**src/rtl/sel_nb_face.sv**
```systemverilog
// sel_nb_face: plus/minus push-button selector for the die size.
// Two-flop synchronisers, a debounce FSM (IDLE/DEB/HELD/REL) giving one
// step per press, and a registered face-table decode. Lock blocks presses.
// Optional auto-repeat while held: define SEL_NB_FACE_AUTOREP_EN.
module sel_nb_face #(
  parameter logic [15:0] DEB_CYCLES = 16'd50000
`ifdef SEL_NB_FACE_AUTOREP_EN
  ,
  parameter logic [23:0] REP_DELAY  = 24'd5000000,
  parameter logic [23:0] REP_PERIOD = 24'd2500000
`endif
) (
  input  logic       CLK,
  input  logic       RST,
  input  logic       BP_Plus,
  input  logic       BP_Moins,
  input  logic       Lock,
  output logic [6:0] NB_Face,
  output logic [2:0] Idx_Face,
  output logic       Change
);

  typedef enum logic [1:0] {S_IDLE, S_DEB, S_HELD, S_REL} state_t;

  state_t      state_q, state_d;
  logic [1:0]  sync1_q, sync2_q;   // bit0 = plus, bit1 = minus
  logic [15:0] cnt_q, cnt_d;
  logic        dir_q, dir_d;       // 1 = plus, 0 = minus
  logic [2:0]  idx_q, idx_d;
  logic [6:0]  nb_q;
  logic        change_q, change_d;
  logic        step;
  logic        plus_s, moins_s, lat_s, oth_s;

`ifdef SEL_NB_FACE_AUTOREP_EN
  logic [23:0] rep_q, rep_d;
  logic        rep_first_q, rep_first_d;  // waiting for the initial delay
  logic        rep_stop_q, rep_stop_d;    // other button seen, no repeats
`endif

  assign plus_s  = sync2_q[0];
  assign moins_s = sync2_q[1];
  // Latched button and the opposite one, relative to the press direction.
  assign lat_s   = dir_q ? plus_s  : moins_s;
  assign oth_s   = dir_q ? moins_s : plus_s;

  function automatic logic [6:0] face_of(input logic [2:0] idx);
    case (idx)
      3'd0:    face_of = 7'd4;
      3'd1:    face_of = 7'd6;
      3'd2:    face_of = 7'd8;
      3'd3:    face_of = 7'd10;
      3'd4:    face_of = 7'd12;
      3'd5:    face_of = 7'd20;
      3'd6:    face_of = 7'd30;
      default: face_of = 7'd100;
    endcase
  endfunction

  // Two-flop synchronisers for the raw buttons.
  always_ff @(posedge CLK or posedge RST) begin
    if (RST) begin
      sync1_q <= 2'b00;
      sync2_q <= 2'b00;
    end else begin
      sync1_q <= {BP_Moins, BP_Plus};
      sync2_q <= sync1_q;
    end
  end

  // FSM state, counters, index and registered face decode.
  always_ff @(posedge CLK or posedge RST) begin
    if (RST) begin
      state_q  <= S_IDLE;
      cnt_q    <= '0;
      dir_q    <= 1'b0;
      idx_q    <= 3'd0;
      nb_q     <= 7'd4;
      change_q <= 1'b0;
    end else begin
      state_q  <= state_d;
      cnt_q    <= cnt_d;
      dir_q    <= dir_d;
      idx_q    <= idx_d;
      nb_q     <= face_of(idx_d);
      change_q <= change_d;
    end
  end

`ifdef SEL_NB_FACE_AUTOREP_EN
  // Auto-repeat bookkeeping registers.
  always_ff @(posedge CLK or posedge RST) begin
    if (RST) begin
      rep_q       <= '0;
      rep_first_q <= 1'b1;
      rep_stop_q  <= 1'b0;
    end else begin
      rep_q       <= rep_d;
      rep_first_q <= rep_first_d;
      rep_stop_q  <= rep_stop_d;
    end
  end
`endif

  // Next-state logic: debounce press, step once, debounce release.
  always_comb begin
    state_d = state_q;
    cnt_d   = cnt_q;
    dir_d   = dir_q;
    step    = 1'b0;
`ifdef SEL_NB_FACE_AUTOREP_EN
    rep_d       = rep_q;
    rep_first_d = rep_first_q;
    rep_stop_d  = rep_stop_q;
`endif
    case (state_q)
      S_IDLE: begin
        if ((plus_s ^ moins_s) && !Lock) begin
          dir_d   = plus_s;
          cnt_d   = '0;
          state_d = S_DEB;
        end
      end
      S_DEB: begin
        if (!lat_s || oth_s || Lock) begin
          cnt_d   = '0;
          state_d = S_IDLE;
        end else if (cnt_q == DEB_CYCLES - 16'd1) begin
          step    = 1'b1;
          cnt_d   = '0;
          state_d = S_HELD;
`ifdef SEL_NB_FACE_AUTOREP_EN
          rep_d       = '0;
          rep_first_d = 1'b1;
          rep_stop_d  = 1'b0;
`endif
        end else begin
          cnt_d = cnt_q + 16'd1;
        end
      end
      S_HELD: begin
        if (!plus_s && !moins_s) begin
          cnt_d   = '0;
          state_d = S_REL;
        end
`ifdef SEL_NB_FACE_AUTOREP_EN
        else if (oth_s || rep_stop_q) begin
          rep_stop_d = 1'b1;
          rep_d      = '0;
        end else if (Lock || !lat_s) begin
          rep_d = '0;
        end else if (rep_q == (rep_first_q ? REP_DELAY - 24'd1
                                           : REP_PERIOD - 24'd1)) begin
          step        = 1'b1;
          rep_d       = '0;
          rep_first_d = 1'b0;
        end else begin
          rep_d = rep_q + 24'd1;
        end
`endif
      end
      default: begin  // S_REL
        if (plus_s || moins_s) begin
          cnt_d = '0;
        end else if (cnt_q == DEB_CYCLES - 16'd1) begin
          cnt_d   = '0;
          state_d = S_IDLE;
        end else begin
          cnt_d = cnt_q + 16'd1;
        end
      end
    endcase
    // 3-bit natural wrap gives 7->0 on plus and 0->7 on minus.
    idx_d    = step ? (dir_q ? idx_q + 3'd1 : idx_q - 3'd1) : idx_q;
    change_d = step;
  end

  assign Idx_Face = idx_q;
  assign NB_Face  = nb_q;
  assign Change   = change_q;

endmodule

```
**config.mk**
```make
export PLATFORM = sky130hd
export DESIGN_NAME = sel_nb_face
export DESIGN_NICKNAME = d
export VERILOG_FILES = /design/src/rtl/sel_nb_face.sv
export SDC_FILE = /design/constraint.sdc
export NUM_CORES = 1
export LEC_CHECK = 0
export CORE_MARGIN = 4
export CORE_UTILIZATION = 32
export CTS_BUF_LIST = sky130_fd_sc_hd__clkbuf_16
export CTS_CLUSTER_DIAMETER = 30
export DETAILED_ROUTE_END_ITERATION = 7
export GPL_TIMING_DRIVEN = 0
export MAX_ROUTING_LAYER = met4
export PLACE_DENSITY = 0.51
export SETUP_SLACK_MARGIN = 0.15
export SLEW_MARGIN = 20
export SYNTH_ARGS = -nofsm -noshare
export SYNTH_HDL_FRONTEND = slang
export SYNTH_SLANG_ARGS = --single-unit
```
**constraint.sdc**
```tcl
create_clock -name CLK -period 1.8 [get_ports CLK]
set_clock_uncertainty 0.05 [all_clocks]
set_input_delay 0.36 -clock CLK [delete_from_list [all_inputs] [get_ports CLK]]
set_output_delay 0.36 -clock CLK [all_outputs]
set_load 0.01 [all_outputs]
```
==> out/qor.yml <==
critical_path:
  end_kind: "flip-flop"
  cp.required_ps: 1900
  regToRegSetupSlack_ps: -310
  path_class: "reg2reg"
  startpoint_type: "flip-flop"
  r2r-end: "cnt_q[11]"
  critPathMaxFanout: 8
  worstPathArrival_ps: 2220
  r2r_start: "sync2_q[0]"
  ff2ff_path_depth: 9
min_path:
  hp-start: "sync1_q[0]"
  worstHoldPathCells: 0
  hp-class: "reg2reg"
  min_to: "sync2_q[0]"
clocking:
  cts_tree: "built"
  clock-sinks: 32
  numCtsBuffers: 5
  clockBufferDepth: 2
  cts_hold_buf: 0
  path_clk_slew_ps: 50
  cts_max_level: 2
  cts_root_buffer: "clkbuf_16"
  clock_latency_ps: 270
detailed_routing:
  postRouteAntennaNets: 0
  routed_via_density: 4.70
  drc: 0
  num_vias: 1298
  dr.pass1.iters: 4
  drt_iter0_drc: 90
  wire_per_inst_um: 12.8
  routed_wl_um: 3540
place:
  port_buffers: 14
  routabilityCongestion: 0.819
  place_hpwl_um: 2380
logic_synthesis:
  syn-num-nets: 174
  yosys_register_bits: 32
  synth_edf_count: 0
  yosys_warnings: 0
  ys_seq_area_share_pct: 47.4
  syn_inst: 166
  ys_types: 43
  syn_area_per_cell_um2: 10.2
  synth_ff_type: "dfrtp_1"
  synth_area_mm2: 0.00169
  async_flop_share_pct: 100
global_routing:
  grt_pass1_wl_um: 6050
  grtUsageMet3_pct: 2.80
  track_usage_pct: 12.5
  first_global_vias: 1281
  gr-usage-met1_pct: 15.7
  grt_antenna_before_repair: 0
  grt_busiest_layer: "met2"
  grt_max_degree: 33
  gr-total-overflow: 0
  met2_usage_pct: 19.1
power_and_ir_drop:
  p_int_mw: 1.40
  p_leak_nw: 1.04
  seqPwrFrac_pct: 42.7
  p_clk_share_pct: 53.7
  p_comb_share_pct: 3.6
  power-per-cell-area_mw_per_mm2: 730
  ir_drop_uv: 350
  swShare_pct: 19.0
  switching_power_uw: 329
floorplan:
  dieArea_mm2: 0.00651
  core_area_mm2: 0.00511
  ios: 16
  start_util_pct: 33.1
  dieWidth_um: 80.7
  die_h_um: 80.7
  rows: 26
timing:
  hold_violations: 0
  finalMaxSlewViolations: 0
  setup_viol: 19
  layout_min_cycle_time_ps: 2110
  fin_hold_ws_ps: 296
  max_freq_ghz: 0.473
  fin_tns_setup_ps: -4050
  grt_setup_unrepaired: "true"
  fin_crit_sh_pct: 117
  relSlewSlack_pct: 55.3
  worst_pin_slew_ps: 670
  setup_slack_ps: -314
layout:
  nets: 213
  drive_above_1_share_pct: 29.1
  final_cell_mix: "28 x dfrtp_1, 19 x buf_4, 13 x nor2_1"
  syn_to_final_growth_pct: 40.0
  mostFrequentLayoutCell: "dfrtp_1"
  diodes: 0
run_status:
  status: "complete, but fails checks"
  violations: "setup timing"
job:
  max_cap_violations: 0
==> power by group through the flow <==
stage / logic (mW) / registers [mW] / clock network, mW
after floorplan: 0.0384 / 0.749 / 0
after global placement: 0.0555 / 0.751 / 0
after detailed placement: 0.0568 / 0.751 / 0
after CTS: 0.0644 / 0.738 / 0.952
after global routing: 0.0714 / 0.739 / 0.987
final: 0.0628 / 0.738 / 0.927
==> repair_timing <==
item                       CTS  global route
buffers inserted            15             3
setup endpoints to repair   26            29
gates resized for setup     17             7
pin swaps                    9             8
==> flip-flops by register name, summed over array words and instances (netlist names) <==
register / cells
cnt_q: 16
NB_Face: 5
Idx_Face: 3
state_q: 2
sync1_q: 2
sync2_q: 2
Change: 1
dir_q: 1
==> cells in the mapped netlist, types with 3 or more instances <==
master    count  area [µm²]
a21oi_1       9        45.0
a31oi_1       5        31.3
buf_4         3        22.5
clkbuf_1      4        15.0
dfrtp_1      31         776
inv_1         6        22.5
nand2_1      14        52.6
nand3_1      11        55.1
nand4_1       3        18.8
nor2_1       15        56.3
nor3_1        3        15.0
o21ai_0       5        25.0
xnor2_1       5        43.8
xor2_1       11        96.3
==> layer usage <==
metal / up-vias / share of wire, %
met1: 624 / 47
li1: 658 / -
met2: 14 / 50
met3: 2 / 2.9
met5: - / 0
met4: 0 / 0.42
==> critical path: stages, from the launching register on <==
cell and delay (ps):
dfrtp_1 380, inv_1 60, ha_1 260, or3b_4 420, buf_4 160, buf_6 110, and2_2 170, buf_8 130
nor2_4 190, nor2_1 70
==> metrics by stage <==
stage	power, mW	cell area [µm²]	setup WS, ps	instances	utilization, %
floorplan	0.787	1760	-119	166	-
global placement	0.806	1990	-424	250	38.9
detailed placement	0.807	1990	-445	250	38.9
CTS	1.75	2320	-287	273	45.5
global route	1.80	2370	-442	276	46.4
finish	1.73	2370	-314	276	46.4
==> cells by family after synthesis <==
family                   Yosys count  synth area share, %
AO/OA/AOI/OAI                     32                 14.8
multiplexers                       3                 1.85
buffers and inverters             15                 4.07
flip-flops                        32                 47.4
other                              1                0.222
XOR/XNOR                          16                 8.28
AND/OR/NAND/NOR                   64                 20.7
adder cells (fa/ha/maj)            3                 2.66
==> cell type report <==
type	count	area, µm²
Buffer	8	73.8
Multi-Input combinational cell	119	932
Sequential cell	32	806
Clock inverter	3	37.5
Clock buffer	5	125
Inverter	7	26.3
Tap cell	70	87.6
Fill cell	488	2740
Timing Repair Buffer	32	280
==> worst max path at each step <==
stage,startpoint,endpoint,slack [ps],depth (start not counted)
after global routing,sync2_q[0],cnt_q[11],-440,7
after detailed placement,Lock,cnt_q[14],-450,6
after floorplan,sync2_q[0],cnt_q[10],-120,7
after global placement,Lock,cnt_q[11],-420,6
final,sync2_q[0],cnt_q[11],-310,9
after CTS,sync2_q[0],cnt_q[11],-290,7
Power figures use the tool's default switching activity.
